$ cat src/rtl/scale_param_sequencer_if.sv
// Downstream scale-record handshake (valid/accept) between the
// scale-parameter sequencer and the window scanner.
interface scale_param_sequencer_if #(
    parameter int FIXED_BITS = 32,
    parameter int WIN_BITS   = 16,
    parameter int ROW_BITS   = 10,
    parameter int COL_BITS   = 10
);
    logic                  scale_valid;
    logic                  scale_accept;
    logic [ROW_BITS-1:0]   scale_w;
    logic [COL_BITS-1:0]   scale_h;
    logic [FIXED_BITS-1:0] scale_sfx;
    logic [FIXED_BITS-1:0] scale_sfy;
    logic [WIN_BITS-1:0]   scale_true_win;
    logic [7:0]            scale_idx;

    modport master (
        output scale_valid,
        output scale_w,
        output scale_h,
        output scale_sfx,
        output scale_sfy,
        output scale_true_win,
        output scale_idx,
        input  scale_accept
    );

    modport slave (
        input  scale_valid,
        input  scale_w,
        input  scale_h,
        input  scale_sfx,
        input  scale_sfy,
        input  scale_true_win,
        input  scale_idx,
        output scale_accept
    );
endinterface

$ cat src/rtl/scale_param_sequencer.sv
// Per-frame sequencer: clears and repeatedly starts the scale-parameter
// generator, filters scales against the window and presents them downstream.
module scale_param_sequencer #(
    parameter int FIXED_BITS = 32,
    parameter int WIN_BITS   = 16,
    parameter int ROW_BITS   = 10,
    parameter int COL_BITS   = 10,
    parameter int MAX_SCALES = 32
) (
    input  logic                  clk,
    input  logic                  resetn,
    input  logic                  frame_start,
    input  logic [ROW_BITS-1:0]   cfg_base_w,
    input  logic [COL_BITS-1:0]   cfg_base_h,
    input  logic [FIXED_BITS-1:0] cfg_scale_step,
    input  logic [WIN_BITS-1:0]   cfg_win_size,
    input  logic [WIN_BITS-1:0]   cfg_min_win_size,
    input  logic [FIXED_BITS-1:0] cfg_win_inv,
    input  logic [7:0]            cfg_stages,
    output logic                  spg_rst_n,
    output logic                  spg_start,
    output logic                  spg_taken,
    output logic [ROW_BITS-1:0]   spg_base_w,
    output logic [COL_BITS-1:0]   spg_base_h,
    output logic [FIXED_BITS-1:0] spg_base_scale_step,
    output logic [WIN_BITS-1:0]   spg_base_win_size,
    output logic [WIN_BITS-1:0]   spg_base_min_win_size,
    output logic [FIXED_BITS-1:0] spg_base_win_inv,
    output logic [7:0]            spg_base_stages,
    input  logic                  spg_ready,
    input  logic                  spg_done,
    input  logic [ROW_BITS-1:0]   spg_scale_w,
    input  logic [COL_BITS-1:0]   spg_scale_h,
    input  logic [FIXED_BITS-1:0] spg_sfx,
    input  logic [FIXED_BITS-1:0] spg_sfy,
    input  logic [WIN_BITS-1:0]   spg_true_win,
    scale_param_sequencer_if.master sif,
    output logic                  busy,
    output logic                  frame_done,
    output logic [7:0]            num_scales
);

    typedef enum logic [2:0] {
        S_IDLE,
        S_CLEAR,
        S_WAIT_READY,
        S_START,
        S_WAIT_DONE,
        S_CHECK,
        S_PRESENT,
        S_FRAME_DONE
    } state_t;

    state_t state;
    state_t state_nxt;

    logic [ROW_BITS-1:0]   rec_w;
    logic [COL_BITS-1:0]   rec_h;
    logic [FIXED_BITS-1:0] rec_sfx;
    logic [FIXED_BITS-1:0] rec_sfy;
    logic [WIN_BITS-1:0]   rec_win;
    logic [7:0]            rec_idx;
    logic [8:0]            idx_inc;
    logic                  too_small;
    logic                  last_scale;
    logic                  valid_c;

    // The window threshold is the latched copy, so cfg edits mid-frame
    // cannot change which scales pass.
    assign too_small  = (WIN_BITS'(rec_w) < spg_base_win_size) ||
                        (WIN_BITS'(rec_h) < spg_base_win_size);
    assign idx_inc    = {1'b0, rec_idx} + 9'd1;
    assign last_scale = (idx_inc == 9'(MAX_SCALES));
    assign spg_rst_n  = resetn & (state != S_CLEAR);
    assign busy       = (state != S_IDLE);

    assign sif.scale_valid    = valid_c;
    assign sif.scale_w        = rec_w;
    assign sif.scale_h        = rec_h;
    assign sif.scale_sfx      = rec_sfx;
    assign sif.scale_sfy      = rec_sfy;
    assign sif.scale_true_win = rec_win;
    assign sif.scale_idx      = rec_idx;

    // State register.
    always_ff @(posedge clk) begin
        if (!resetn) state <= S_IDLE;
        else         state <= state_nxt;
    end

    // Next-state decode and one-cycle strobes.
    always_comb begin
        state_nxt  = state;
        spg_start  = 1'b0;
        spg_taken  = 1'b0;
        valid_c    = 1'b0;
        frame_done = 1'b0;
        unique case (state)
            S_IDLE: begin
                if (frame_start) state_nxt = S_CLEAR;
            end
            S_CLEAR: begin
                state_nxt = S_WAIT_READY;
            end
            S_WAIT_READY: begin
                if (spg_ready) state_nxt = S_START;
            end
            S_START: begin
                spg_start = 1'b1;
                state_nxt = S_WAIT_DONE;
            end
            S_WAIT_DONE: begin
                if (spg_done) state_nxt = S_CHECK;
            end
            S_CHECK: begin
                spg_taken = 1'b1;
                state_nxt = too_small ? S_FRAME_DONE : S_PRESENT;
            end
            S_PRESENT: begin
                valid_c = 1'b1;
                if (sif.scale_accept)
                    state_nxt = last_scale ? S_FRAME_DONE : S_WAIT_READY;
            end
            S_FRAME_DONE: begin
                frame_done = 1'b1;
                state_nxt  = S_IDLE;
            end
            default: state_nxt = S_IDLE;
        endcase
    end

    // Config latch, result capture, scale index and per-frame count.
    always_ff @(posedge clk) begin
        if (!resetn) begin
            spg_base_w            <= '0;
            spg_base_h            <= '0;
            spg_base_scale_step   <= '0;
            spg_base_win_size     <= '0;
            spg_base_min_win_size <= '0;
            spg_base_win_inv      <= '0;
            spg_base_stages       <= '0;
            rec_w                 <= '0;
            rec_h                 <= '0;
            rec_sfx               <= '0;
            rec_sfy               <= '0;
            rec_win               <= '0;
            rec_idx               <= '0;
            num_scales            <= '0;
        end else begin
            if (state == S_IDLE && frame_start) begin
                spg_base_w            <= cfg_base_w;
                spg_base_h            <= cfg_base_h;
                spg_base_scale_step   <= cfg_scale_step;
                spg_base_win_size     <= cfg_win_size;
                spg_base_min_win_size <= cfg_min_win_size;
                spg_base_win_inv      <= cfg_win_inv;
                spg_base_stages       <= cfg_stages;
                rec_idx               <= '0;
            end
            if (state == S_WAIT_DONE && spg_done) begin
                rec_w   <= spg_scale_w;
                rec_h   <= spg_scale_h;
                rec_sfx <= spg_sfx;
                rec_sfy <= spg_sfy;
                rec_win <= spg_true_win;
            end
            if (state == S_PRESENT && sif.scale_accept)
                rec_idx <= idx_inc[7:0];
            if (state == S_FRAME_DONE)
                num_scales <= rec_idx;
        end
    end

endmodule

$ cat src/flat_wrapper.sv
// flat-port wrapper written by rule: the top's interface ports become plain ports
module scale_param_sequencer_flat 
#(
    parameter int FIXED_BITS = 32,
    parameter int WIN_BITS   = 16,
    parameter int ROW_BITS   = 10,
    parameter int COL_BITS   = 10,
    parameter int MAX_SCALES = 32
)
  (clk, resetn, frame_start, cfg_base_w, cfg_base_h, cfg_scale_step, cfg_win_size, cfg_min_win_size, cfg_win_inv, cfg_stages, spg_rst_n, spg_start, spg_taken, spg_base_w, spg_base_h, spg_base_scale_step, spg_base_win_size, spg_base_min_win_size, spg_base_win_inv, spg_base_stages, spg_ready, spg_done, spg_scale_w, spg_scale_h, spg_sfx, spg_sfy, spg_true_win, busy, frame_done, num_scales, sif_scale_valid, sif_scale_w, sif_scale_h, sif_scale_sfx, sif_scale_sfy, sif_scale_true_win, sif_scale_idx, sif_scale_accept);
  scale_param_sequencer_if #(.FIXED_BITS(FIXED_BITS), .WIN_BITS(WIN_BITS), .ROW_BITS(ROW_BITS), .COL_BITS(COL_BITS)) sif_i ();
  input  logic clk;
  input  logic resetn;
  input  logic frame_start;
  input  logic [ROW_BITS-1:0] cfg_base_w;
  input  logic [COL_BITS-1:0] cfg_base_h;
  input  logic [FIXED_BITS-1:0] cfg_scale_step;
  input  logic [WIN_BITS-1:0] cfg_win_size;
  input  logic [WIN_BITS-1:0] cfg_min_win_size;
  input  logic [FIXED_BITS-1:0] cfg_win_inv;
  input  logic [7:0] cfg_stages;
  output logic spg_rst_n;
  output logic spg_start;
  output logic spg_taken;
  output logic [ROW_BITS-1:0] spg_base_w;
  output logic [COL_BITS-1:0] spg_base_h;
  output logic [FIXED_BITS-1:0] spg_base_scale_step;
  output logic [WIN_BITS-1:0] spg_base_win_size;
  output logic [WIN_BITS-1:0] spg_base_min_win_size;
  output logic [FIXED_BITS-1:0] spg_base_win_inv;
  output logic [7:0] spg_base_stages;
  input  logic spg_ready;
  input  logic spg_done;
  input  logic [ROW_BITS-1:0] spg_scale_w;
  input  logic [COL_BITS-1:0] spg_scale_h;
  input  logic [FIXED_BITS-1:0] spg_sfx;
  input  logic [FIXED_BITS-1:0] spg_sfy;
  input  logic [WIN_BITS-1:0] spg_true_win;
  output logic busy;
  output logic frame_done;
  output logic [7:0] num_scales;
  output wire logic [$bits(sif_i.scale_valid)-1:0] sif_scale_valid;
  output wire logic [$bits(sif_i.scale_w)-1:0] sif_scale_w;
  output wire logic [$bits(sif_i.scale_h)-1:0] sif_scale_h;
  output wire logic [$bits(sif_i.scale_sfx)-1:0] sif_scale_sfx;
  output wire logic [$bits(sif_i.scale_sfy)-1:0] sif_scale_sfy;
  output wire logic [$bits(sif_i.scale_true_win)-1:0] sif_scale_true_win;
  output wire logic [$bits(sif_i.scale_idx)-1:0] sif_scale_idx;
  input wire logic [$bits(sif_i.scale_accept)-1:0] sif_scale_accept;
  assign sif_scale_valid = sif_i.scale_valid;
  assign sif_scale_w = sif_i.scale_w;
  assign sif_scale_h = sif_i.scale_h;
  assign sif_scale_sfx = sif_i.scale_sfx;
  assign sif_scale_sfy = sif_i.scale_sfy;
  assign sif_scale_true_win = sif_i.scale_true_win;
  assign sif_scale_idx = sif_i.scale_idx;
  assign sif_i.scale_accept = sif_scale_accept;
  scale_param_sequencer #(.FIXED_BITS(FIXED_BITS), .WIN_BITS(WIN_BITS), .ROW_BITS(ROW_BITS), .COL_BITS(COL_BITS), .MAX_SCALES(MAX_SCALES)) u_core (.clk(clk), .resetn(resetn), .frame_start(frame_start), .cfg_base_w(cfg_base_w), .cfg_base_h(cfg_base_h), .cfg_scale_step(cfg_scale_step), .cfg_win_size(cfg_win_size), .cfg_min_win_size(cfg_min_win_size), .cfg_win_inv(cfg_win_inv), .cfg_stages(cfg_stages), .spg_rst_n(spg_rst_n), .spg_start(spg_start), .spg_taken(spg_taken), .spg_base_w(spg_base_w), .spg_base_h(spg_base_h), .spg_base_scale_step(spg_base_scale_step), .spg_base_win_size(spg_base_win_size), .spg_base_min_win_size(spg_base_min_win_size), .spg_base_win_inv(spg_base_win_inv), .spg_base_stages(spg_base_stages), .spg_ready(spg_ready), .spg_done(spg_done), .spg_scale_w(spg_scale_w), .spg_scale_h(spg_scale_h), .spg_sfx(spg_sfx), .spg_sfy(spg_sfy), .spg_true_win(spg_true_win), .sif(sif_i), .busy(busy), .frame_done(frame_done), .num_scales(num_scales));
endmodule
$ cat config.mk
export PLATFORM = sky130hd
export DESIGN_NAME = scale_param_sequencer_flat
export DESIGN_NICKNAME = d
export VERILOG_FILES = /design/src/rtl/scale_param_sequencer_if.sv /design/src/rtl/scale_param_sequencer.sv /design/src/flat_wrapper.sv
export SDC_FILE = /design/constraint.sdc
export NUM_CORES = 1
export LEC_CHECK = 0
export BUFFER_PORTS_ARGS = -buffer_cell sky130_fd_sc_hd__buf_2
export CORE_AREA = 3 3 184 186
export CTS_CLUSTER_SIZE = 16
export DETAILED_ROUTE_END_ITERATION = 8
export DIE_AREA = 0 0 187 189
export PLACE_DENSITY = 0.65
export SETUP_SLACK_MARGIN = 0.4
export SLEW_MARGIN = 20
export SYNTH_ARGS = -nofsm -noshare
export SYNTH_HDL_FRONTEND = slang
export SYNTH_SLANG_ARGS = --single-unit
$ cat constraint.sdc
create_clock -name clk -period 4.3 [get_ports clk]
set_clock_uncertainty 0.1 [all_clocks]
set_input_delay 0.43 -clock clk [delete_from_list [all_inputs] [get_ports clk]]
set_output_delay 0.43 -clock clk [all_outputs]
set_load 0.02 [all_outputs]
==> qor.yml, run 1 <==
avgSynthCellArea_um2: 7.86
crit_path_max_fanout: 15
overflow: 0
rsz0062_at_grt: "false"
end_kind: "output pin"
clkLatencyLatePin_ns: 0.54
p_int_mw: 4.11
finalCritPeriodShare_pct: 60.6
power_switching_mw: 1.65
first_iter_violations: 406
antenna_found_initial: 2
dp_slack_ns: 1.83
async_flop_share_pct: 0
synth_edf_count: 0
outcome: "complete, no violations"
p_sw_share_pct: 28.6
path_class: "flop to output pin"
postCtsSetupBuffers: 0
synth.ff_latch_count: 243
numClockSinks: 243
numCtsBuffers: 27
area_growth_pct: 41.4
final-max-slew-violation-count: 0
rrSetupSlack_ns: 1.82
worst_slack_ns: 1.69
r2r-start: "u_core.state[1]"
grt_max_degree: 118
core_region_area_mm2: 0.0325
critPathArrivalTime_ns: 2.08
fin_nets: 1853
path_buf_inv: 2
slew_headroom_pct: 38.4
tritoncts: "yes"
cp-start-kind: "flop"
portBuffers: 475
cp.required_ns: 3.77
hold_viol_final: 0
num_io_pins: 476
min_period_ns: 2.61
crit_path_end: "frame_done"
tns_ns: 0
grt_pass1_wl_um: 48700
clkTransAtPathRegs_ns: 0.06
hold_start: "cfg_scale_step[17]"
dp_hpwl_um: 23100
p_comb_share_pct: 17.1
rows: 66
grt_use_total_pct: 16.8
max_freq_mhz: 384
yosys_warnings: 0
cts_max_level: 1
final_antenna_net_count: 0
power_density_mw_per_mm2: 448
setup_viol: 0
seqPwrFrac_pct: 43.3
initial_core_util_pct: 28.0
syn_inst: 1155
drt_wl_total_um: 31500
wl_per_cell_um: 15.3
die_height_um: 189
remaining_drc_errors: 0
viasPerCell: 4.55
max_stage_delay_ns: 0.58
slowest_stage: "dfxtp_1"
p_leak_nw: 5.85
path_cells: "nand3_1 -> clkinv_1 -> buf_2"
cts_root_buf: "clkbuf_16"
final_layout_size_suffix_gt1_share_pct: 32.9
die_x_um: 187
num_vias: 9378
r2r_end: "u_core.spg_base_win_inv[16]"
synth_nets: 1405
maxCapViolCount: 0
hp-class: "input port to flop"
r2r.worst_path.cells: 4
peakVddDrop_uv: 301
worst_slew_pin_slew_ns: 0.924
synthesis.area_mm2: 0.00908
crit_start: "u_core.state[1]"
crit_family: "flip-flops"
drt_pre_antenna_iters: 4
cts.path.max_buffers: 3
die_area_mm2: 0.0353
ys_types: 45
synth_seq_area_share_pct: 53.6
path_depth: 3
p_clk_share_pct: 39.6
gp_congestion: 0.857
synth-main-ff-cell: "dfxtp_1"
grt_pass1_vias: 8949
synth_stat cells (2+ instances only):
master / n / area share [%]
a211o_1: 3 / 0.29
a211oi_1: 3 / 0.25
a21boi_0: 11 / 0.91
a21oi_1: 232 / 13
a31oi_1: 2 / 0.14
and2_1: 3 / 0.21
and3_1: 4 / 0.28
buf_2: 24 / 1.3
clkbuf_1: 55 / 2.3
clkinv_1: 2 / 0.083
dfxtp_1: 243 / 54
ha_1: 20 / 2.8
inv_1: 13 / 0.54
nand2_1: 468 / 19
nand2b_1: 3 / 0.21
nand3_1: 2 / 0.11
nand3b_1: 4 / 0.33
nand4_1: 2 / 0.14
nor2_1: 14 / 0.58
nor3_1: 2 / 0.11
o211ai_1: 2 / 0.17
o21a_1: 2 / 0.17
o21ai_0: 12 / 0.66
o21bai_1: 2 / 0.17
or3_1: 2 / 0.14
or3b_2: 4 / 0.39
or4_1: 2 / 0.17
xnor2_1: 2 / 0.19
worst min path at each step:
stage                                                end  slack [ns]  cells after the start
final                     u_core.spg_base_scale_step[17]        0.03                      3
after global routing         u_core.spg_base_win_size[7]        0.01                      3
after CTS                   u_core.sif.scale_true_win[1]     0.00004                      3
after detailed placement    u_core.sif.scale_true_win[7]        0.34                      2
after global placement          u_core.sif.scale_sfy[11]        0.34                      2
after floorplan                     u_core.num_scales[0]        0.43                      2
what timing repair did:
action / in CTS / in global routing
gates resized for setup: 0 / 0
setup endpoints to repair: 0 / 0
hold buffers: 17 / 0
endpoints found under the hold margin: 17 / 0
final cells by class:
cell class | instances | area, um2
repair buffers | 499 | 2640
multi-input cells | 817 | 3840
clock buffers | 40 | 825
inverters | 15 | 61.3
fillers | 3408 | 19600
diodes | 3 | 7.51
well taps | 442 | 553
flip-flops and latches | 243 | 4860
clock inverters | 4 | 55.1
kinds of logic after synthesis:
kind of cell | count (synthesis) | share of synthesized area, %
AOI/OAI and AO/OA | 277 | 16.3
xor gates and xnor gates | 2 | 0.193
adders and majority gates | 20 | 2.75
buffers and inverters | 95 | 4.34
DFF | 243 | 53.6
muxes | 1 | 0.248
and+or+nand+nor | 517 | 22.6
worst register-to-register path: cells and delay by family, from the launching register on:
kind,cells,cell delay (ns)
AND/OR/NAND/NOR,2,0.84
buffers and inverters,1,0.68
flip-flops,1,0.58
AO/OA/AOI/OAI,1,0.18
metal layers:
metal,up-vias,global-route usage (%),share of wire (%)
met5,-,0,0
met4,0,5.38,3.0
li1,4680,-,-
met1,4280,20.1,41
met2,361,29.5,48
met3,57,4.65,8.1
power by group through the flow:
stage	Clock, mW	Sequential, mW	Combinational, mW
after floorplan	0	2.70	0.430
after global placement	0	2.54	0.972
after detailed placement	0	2.54	0.984
after CTS	2.36	2.49	0.997
after global routing	2.43	2.51	1.09
final	2.28	2.49	0.981
per-stage QoR:
stage	std cells	area (um2)	hold WS [ns]	power (mW)	utilization, %
global placement	1999	11800	0.338	3.51	36.3
CTS	2060	12800	0.0000384	5.85	39.5
floorplan	1155	9080	0.435	3.13	-
global route	2062	12800	0.0112	6.03	39.6
finish	2063	12800	0.0308	5.75	39.6
detailed placement	1999	11800	0.343	3.52	36.3
registers in the layout, summed over array words and instances (netlist names):
register                      flops
u_core.num_scales                 8
u_core.sif.scale_h               10
u_core.sif.scale_idx              8
u_core.sif.scale_sfx             32
u_core.sif.scale_sfy             32
u_core.sif.scale_true_win        16
u_core.sif.scale_w               10
u_core.spg_base_h                10
u_core.spg_base_min_win_size     16
u_core.spg_base_scale_step       32
u_core.spg_base_stages            8
u_core.spg_base_w                10
u_core.spg_base_win_inv          32
u_core.spg_base_win_size         16
u_core.state                      3
cell usage in the layout, fill, tap and decap left out, types with 2 or more instances in the layout:
cell | synthesis | routed
or3_1 | 2 | 2
nand3_1 | 2 | 2
buf_12 | 0 | 3
nand2b_1 | 3 | 3
nor2_1 | 14 | 14
nand3b_1 | 4 | 4
diode_2 | 0 | 3
ha_1 | 20 | 20
a211o_1 | 3 | 3
a31oi_1 | 2 | 2
or3b_2 | 4 | 4
clkbuf_1 | 55 | 3
clkbuf_8 | 0 | 10
nand4_1 | 2 | 2
a211oi_1 | 3 | 3
nor3_1 | 2 | 2
and3_1 | 4 | 4
clkbuf_16 | 0 | 27
o211ai_1 | 2 | 2
o21a_1 | 2 | 2
or4_1 | 2 | 2
inv_6 | 0 | 2
and2_1 | 3 | 3
dlygate4sd3_1 | 0 | 17
o21ai_0 | 12 | 12
a21boi_0 | 11 | 11
dfxtp_1 | 243 | 243
a21oi_1 | 232 | 232
nand2_1 | 468 | 468
buf_2 | 24 | 475
o21bai_1 | 2 | 2
buf_4 | 0 | 4
xnor2_1 | 2 | 2
inv_1 | 13 | 13
Power figures use the tool's default switching activity.
==> run 2: changes to the inputs <==
--- a/config.mk
+++ b/config.mk
@@ -10,7 +10,7 @@
 export CTS_CLUSTER_SIZE = 16
 export DETAILED_ROUTE_END_ITERATION = 8
 export DIE_AREA = 0 0 187 189
-export PLACE_DENSITY = 0.65
+export PLACE_DENSITY = 0.67
 export SETUP_SLACK_MARGIN = 0.4
 export SLEW_MARGIN = 20
 export SYNTH_ARGS = -nofsm -noshare
==> constraint.sdc (replaced) <==
create_clock -name clk -period 2.1 [get_ports clk]
set_clock_uncertainty 0.1 [all_clocks]
set_input_delay 0.21 -clock clk [delete_from_list [all_inputs] [get_ports clk]]
set_output_delay 0.21 -clock clk [all_outputs]
set_load 0.02 [all_outputs]
==> run 2 against run 1 <==
Against the previous run: cell area up 43%; combinational power increased to 4.0 times the previous value; clock power is 120% higher; power increased by 140%; critical path type is now flop to flop; sequential power rose by 110%; first-iteration DRC count grew 47%; die area stayed put; worst setup slack got worse by 1.5 ns; core utilization increased by 17 points; critical path depth up 4; largest power group unchanged; final cell count up 16%; worst hold slack better by 0.089 ns.
==> qor.yml, run 2 (synthesized netlist as in run 1, its figures left out) <==
outcome: "complete, no violations"
crit_path_max_fanout: 8  # -7
setup_viol: 0  # unchanged
antenna_found_initial: 4  # +2
design_area_mm2: 0.0184  # +43%
viasPerCell: 4.96  # +9.2%
final_core_util_pct: 56.7  # +17 points
power_density_mw_per_mm2: 764  # +71%
finalCritPeriodShare_pct: 89.4
tritoncts: "yes"
finalNonFillerCells: 2386  # +16%
cp-start-kind: "flop"
portBuffers: 475  # unchanged
fillCellCount: 2531  # -26%
tns_ns: 0  # unchanged
grt_max_degree: 101  # -14%
cts_max_level: 1  # unchanged
regArea_mm2: 0.00491  # +0.90%
numCtsBuffers: 28  # +3.7%
numClockSinks: 243  # unchanged
critPathArrivalTime_ns: 2.19  # +0.11 ns
path_class: "flop to flop"
initial_core_util_pct: 28.0  # unchanged
die_x_um: 187  # unchanged
cts.path.max_buffers: 3  # unchanged
final_antenna_net_count: 0  # unchanged
die_area_mm2: 0.0353  # unchanged
worst_slew_pin_slew_ns: 0.460  # -0.464 ns
grt_pass1_vias: 11400  # +27%
grt_use_total_pct: 21.8  # +5.0 points
r2r_end: "u_core.spg_base_h[9]"
core_region_area_mm2: 0.0325  # unchanged
final_common_cell: "buf_2"
final_layout_size_suffix_gt1_share_pct: 50.4  # +18 points
final_cell_mix: "buf_2, nand2_1, dlygate4sd3_1"
peakVddDrop_uv: 628  # +110%
dp_hpwl_um: 23800  # +2.8%
min_period_ns: 1.88
first_iter_violations: 596  # +47%
rrSetupSlack_ns: 0.22  # -1.60 ns
r2r.worst_path.cells: 7  # +3
die_height_um: 189  # unchanged
cts_root_buf: "clkbuf_16"
holdWs_ns: 0.120  # +0.0892 ns
dpl_cell_area_mm2: 0.0121  # +2.4%
slew_headroom_pct: 69.3  # +31 points
end_kind: "flop"
grt_pass1_wl_um: 62300  # +28%
clkTransAtPathRegs_ns: 0.06  # about the same
max_freq_mhz: 532
overflow: 0  # unchanged
remaining_drc_errors: 0  # unchanged
hold_viol_final: 0  # unchanged
num_io_pins: 476  # unchanged
rsz0062_at_grt: "true"
worst_slack_ns: 0.222  # -1.47 ns
area_growth_pct: 103
p_leak_nw: 8.52  # +46%
cp.required_ns: 2.41  # -1.36 ns
fin_nets: 2169  # +17%
hp-class: "input port to flop"
r2r-start: "u_core.state[1]"
drt_pre_antenna_iters: 5  # +1
crit_start: "u_core.state[1]"
wl_per_cell_um: 20.7  # +35%
clkLatencyLatePin_ns: 0.55  # about the same
rows: 66  # unchanged
hold_depth: 4  # +1
dp_slack_ns: 0.113  # -1.72 ns
maxCapViolCount: 0  # unchanged
crit_path_end: "u_core.spg_base_h[9]"
multi_input_area_mm2: 0.00552  # +44%
p_total_mw: 14.1  # +140%
drt_wl_total_um: 49400  # +57%
final-max-slew-violation-count: 0  # unchanged
num_vias: 11800  # +26%
dpl.cell_count: 2016  # +0.85%
gp_congestion: 0.863  # +0.68%
-- run 2: changes by cell type in the layout (fill, tap and decap cells not counted), sizes merged --
cell         change
inv              -1
clkbuf          +15
dlygate4sd3    +212
bufbuf           +1
clkinv           +8
clkinvlp         -1
diode            +1
buf             +88
-- run 2: repair_timing --
| item | in CTS | in global routing |
|---|---|---|
| endpoints found under the setup margin | 217 | 237 |
| endpoints found under the hold margin | 227 | 0 |
| setup buffers | 37 | 13 |
| pin swaps | 82 | 206 |
| hold buffers | 229 | 0 |
| gates resized for setup | 139 | 406 |
| cloned | 14 | 22 |
-- run 2: power breakdown --
group	internal (mW)	switching, mW
sequential	4.92	0.274
combinational	1.81	2.14
clock	2.92	2.00
total	9.66	4.41
-- run 2: cell type report --
| type | count | area share [%] |
|---|---|---|
| well taps | 442 | 3.00 |
| multi-input cells | 817 | 30.0 |
| diodes | 4 | 0.0544 |
| repair buffers | 814 | 34.9 |
| clock inverters | 10 | 0.449 |
| clock buffers | 41 | 4.63 |
| inverters | 15 | 0.381 |
| flip-flops and latches | 243 | 26.7 |
-- run 2: layer usage --
layer | up-vias | global-route usage [%] | share of wire (%)
met1 | 5654 | 24.1 | 36
li1 | 5334 | - | -
met5 | - | 0 | 0.018
met2 | 642 | 38.8 | 50
met3 | 213 | 6.33 | 7.9
met4 | 2 | 10.0 | 6.2
-- run 2: critical path, stage by stage, from the launching register on --
cell     delay, ns
dfxtp_4       0.36
buf_6         0.12
or4b_4        0.57
buf_12        0.19
buf_12        0.13
buf_16        0.15
nand2_4       0.06
a21oi_2       0.06
-- run 2: worst min path at each step --
stage                                              from                       endpoint  slack (ns)
final                                          spg_done          u_core.sif.scale_h[0]        0.12
after global routing                           spg_done          u_core.sif.scale_h[0]        0.12
after CTS                                      spg_done          u_core.sif.scale_h[0]        0.06
after detailed placement  u_core.spg_base_scale_step[0]  u_core.spg_base_scale_step[0]        0.34
after global placement          u_core.sif.scale_sfy[5]        u_core.sif.scale_sfy[5]        0.34
after floorplan                         cfg_win_size[2]    u_core.spg_base_win_size[2]        0.24
==> run 3: changes to the inputs <==
--- a/config.mk
+++ b/config.mk
@@ -6,11 +6,13 @@
 export NUM_CORES = 1
 export LEC_CHECK = 0
 export BUFFER_PORTS_ARGS = -buffer_cell sky130_fd_sc_hd__buf_2
-export CORE_AREA = 3 3 184 186
+export CELL_PAD_IN_SITES_DETAIL_PLACEMENT = 2
+export CELL_PAD_IN_SITES_GLOBAL_PLACEMENT = 2
+export CORE_MARGIN = 5
+export CORE_UTILIZATION = 21
 export CTS_CLUSTER_SIZE = 16
 export DETAILED_ROUTE_END_ITERATION = 8
-export DIE_AREA = 0 0 187 189
-export PLACE_DENSITY = 0.67
+export PLACE_DENSITY = 0.86
 export SETUP_SLACK_MARGIN = 0.4
 export SLEW_MARGIN = 20
 export SYNTH_ARGS = -nofsm -noshare
==> run 3 against run 2 <==
Against the previous run: via count is 6.5% higher; combinational power up 44%; core utilization shrank 7.9 points; register-to-register slack got worse by 0.14 ns; wire length grew 58%; final cell count is 8.7% higher; fmax is 6.7% lower; worst hold slack improved by 0.11 ns; critical endpoint is now u_core.spg_base_win_inv[21]; clock power rose by 9.8%; highest routed layer unchanged.
==> qor.yml, run 3 (synthesized netlist as in run 1, its figures left out) <==
holdWs_ns: 0.231  # +0.111 ns
num_vias: 12600  # +6.5%
final_cell_mix: "buf_2, dlygate4sd3_1, dfxtp_1"
multi_input_area_mm2: 0.00675  # +22%
num_io_pins: 476  # unchanged
rows: 76  # +15%
die_x_um: 218  # +17%
portBuffers: 475  # unchanged
final_antenna_net_count: 0  # unchanged
cp.required_ns: 2.49  # +0.08 ns
crit_path_max_fanout: 5  # -3
numClockSinks: 243  # unchanged
hp-class: "input port to flop"
wl_per_cell_um: 30.2  # +46%
p_leak_nw: 9.70  # +14%
grt_use_total_pct: 26.6  # +4.8 points
dpl.cell_count: 2167  # +7.5%
core_region_area_mm2: 0.0430  # +32%
crit_start: "u_core.state[1]"
grt_max_degree: 47  # -53%
min_period_ns: 2.01  # +0.135 ns
hold_depth: 3  # -1
finalNonFillerCells: 2593  # +8.7%
area_growth_pct: 131
drt_wl_total_um: 78300  # +58%
r2r.worst_path.cells: 8  # +1
setup_viol: 0  # unchanged
dp_hpwl_um: 32100  # +35%
fillCellCount: 4369  # +73%
final_layout_size_suffix_gt1_share_pct: 61.4  # +11 points
hold_start: "resetn"
end_kind: "flop"
outcome: "complete, no violations"
fin_nets: 2221  # +2.4%
final-max-slew-violation-count: 0  # unchanged
dpl_cell_area_mm2: 0.0124  # +2.4%
antenna_found_initial: 17  # +13
cts_root_buf: "clkbuf_16"
regArea_mm2: 0.00491  # +0.10%
first_iter_violations: 474  # -20%
overflow: 0  # unchanged
final_core_util_pct: 48.8  # -7.9 points
cts.path.max_buffers: 3  # unchanged
worst_slew_pin_slew_ns: 0.644  # +0.183 ns
clkLatencyLatePin_ns: 0.57  # +0.02 ns
p_total_mw: 16.3  # +16%
cp-start-kind: "flop"
hold_viol_final: 0  # unchanged
tns_ns: 0  # unchanged
clkTransAtPathRegs_ns: 0.08  # +0.02 ns
critPathArrivalTime_ns: 2.40  # +0.21 ns
finalCritPeriodShare_pct: 95.9  # +6.4 points
numCtsBuffers: 30  # +7.1%
initial_core_util_pct: 21.1  # -6.9 points
tritoncts: "yes"
die_height_um: 218  # +15%
dp_slack_ns: 0.147  # +0.0342 ns
maxCapViolCount: 0  # unchanged
design_area_mm2: 0.0210  # +14%
die_area_mm2: 0.0475  # +34%
final_common_cell: "buf_2"
path_class: "flop to flop"
viasPerCell: 4.87  # -2.0%
worst_slack_ns: 0.0865  # -0.135 ns
grt_pass1_wl_um: 95600  # +53%
gp_congestion: 0.791  # -8.3%
cts_max_level: 1  # unchanged
rsz0062_at_grt: "true"
peakVddDrop_uv: 646  # +2.8%
r2r-start: "u_core.state[1]"
remaining_drc_errors: 0  # unchanged
grt_pass1_vias: 14200  # +25%
slew_headroom_pct: 57.1  # -12 points
power_density_mw_per_mm2: 778  # +1.8%
drt_pre_antenna_iters: 4  # -1
max_freq_mhz: 497  # -6.7%
## run 3: changes by cell type in the layout (fill, tap and decap cells not counted), sizes merged
cell | previous run | this run
clkinvlp | 0 | 2
buf | 570 | 624
inv | 14 | 16
dlygate4sd3 | 229 | 228
bufbuf | 1 | 0
clkbuf | 55 | 52
diode | 4 | 15
## run 3: report_power, final
group / total [mW] / internal [mW] / switching (mW)
clock: 5.40 / 2.99 / 2.41
sequential: 5.25 / 4.92 / 0.335
combinational: 5.68 / 2.67 / 3.00
## run 3: area by class of cell
type	instances	share of cell area (%)
clock inverter	14	0.513
multi-input combinational	817	32.1
tap	585	3.49
sequential	243	23.4
timing repair buffer	864	35.9
inverter	15	0.328
antenna	15	0.179
clock buffer	40	4.09
## run 3: routing by layer
metal  GRT usage [%]  vias up  share of wire [%]  wire (um)
li1                -     5452                  -          -
met1            27.8     6308                 35      27200
met2            50.1      586                 53      41600
met3            6.12      270                5.7       4450
met4            12.6        4                6.4       5030
met5               0        -              0.033         26
## run 3: timing repair
item / in CTS / in global routing
gates cloned: 37 / 13
endpoints found under the setup margin: 238 / 241
pin swaps: 101 / 350
endpoints found under the hold margin: 226 / 0
setup buffers: 46 / 33
gates resized for setup: 262 / 639
hold buffers: 228 / 0
## run 3: worst paths after layout
path	endpoint	slack, ns
setup / recovery	u_core.spg_base_win_inv[21]	0.09
hold reg to reg	u_core.spg_base_w[5]	0.37
setup reg to reg	u_core.spg_base_win_inv[21]	0.09
hold / removal	u_core.sif.scale_w[0]	0.23
## run 3: worst max-delay path, stage by stage (launching register included)
cell and delay, ns:
dfxtp_4 0.36, or3_4 0.42, nor2_4 0.15, buf_12 0.15, buf_12 0.13, buf_6 0.12, buf_16 0.14, nand2_1 0.11
a21oi_2 0.23
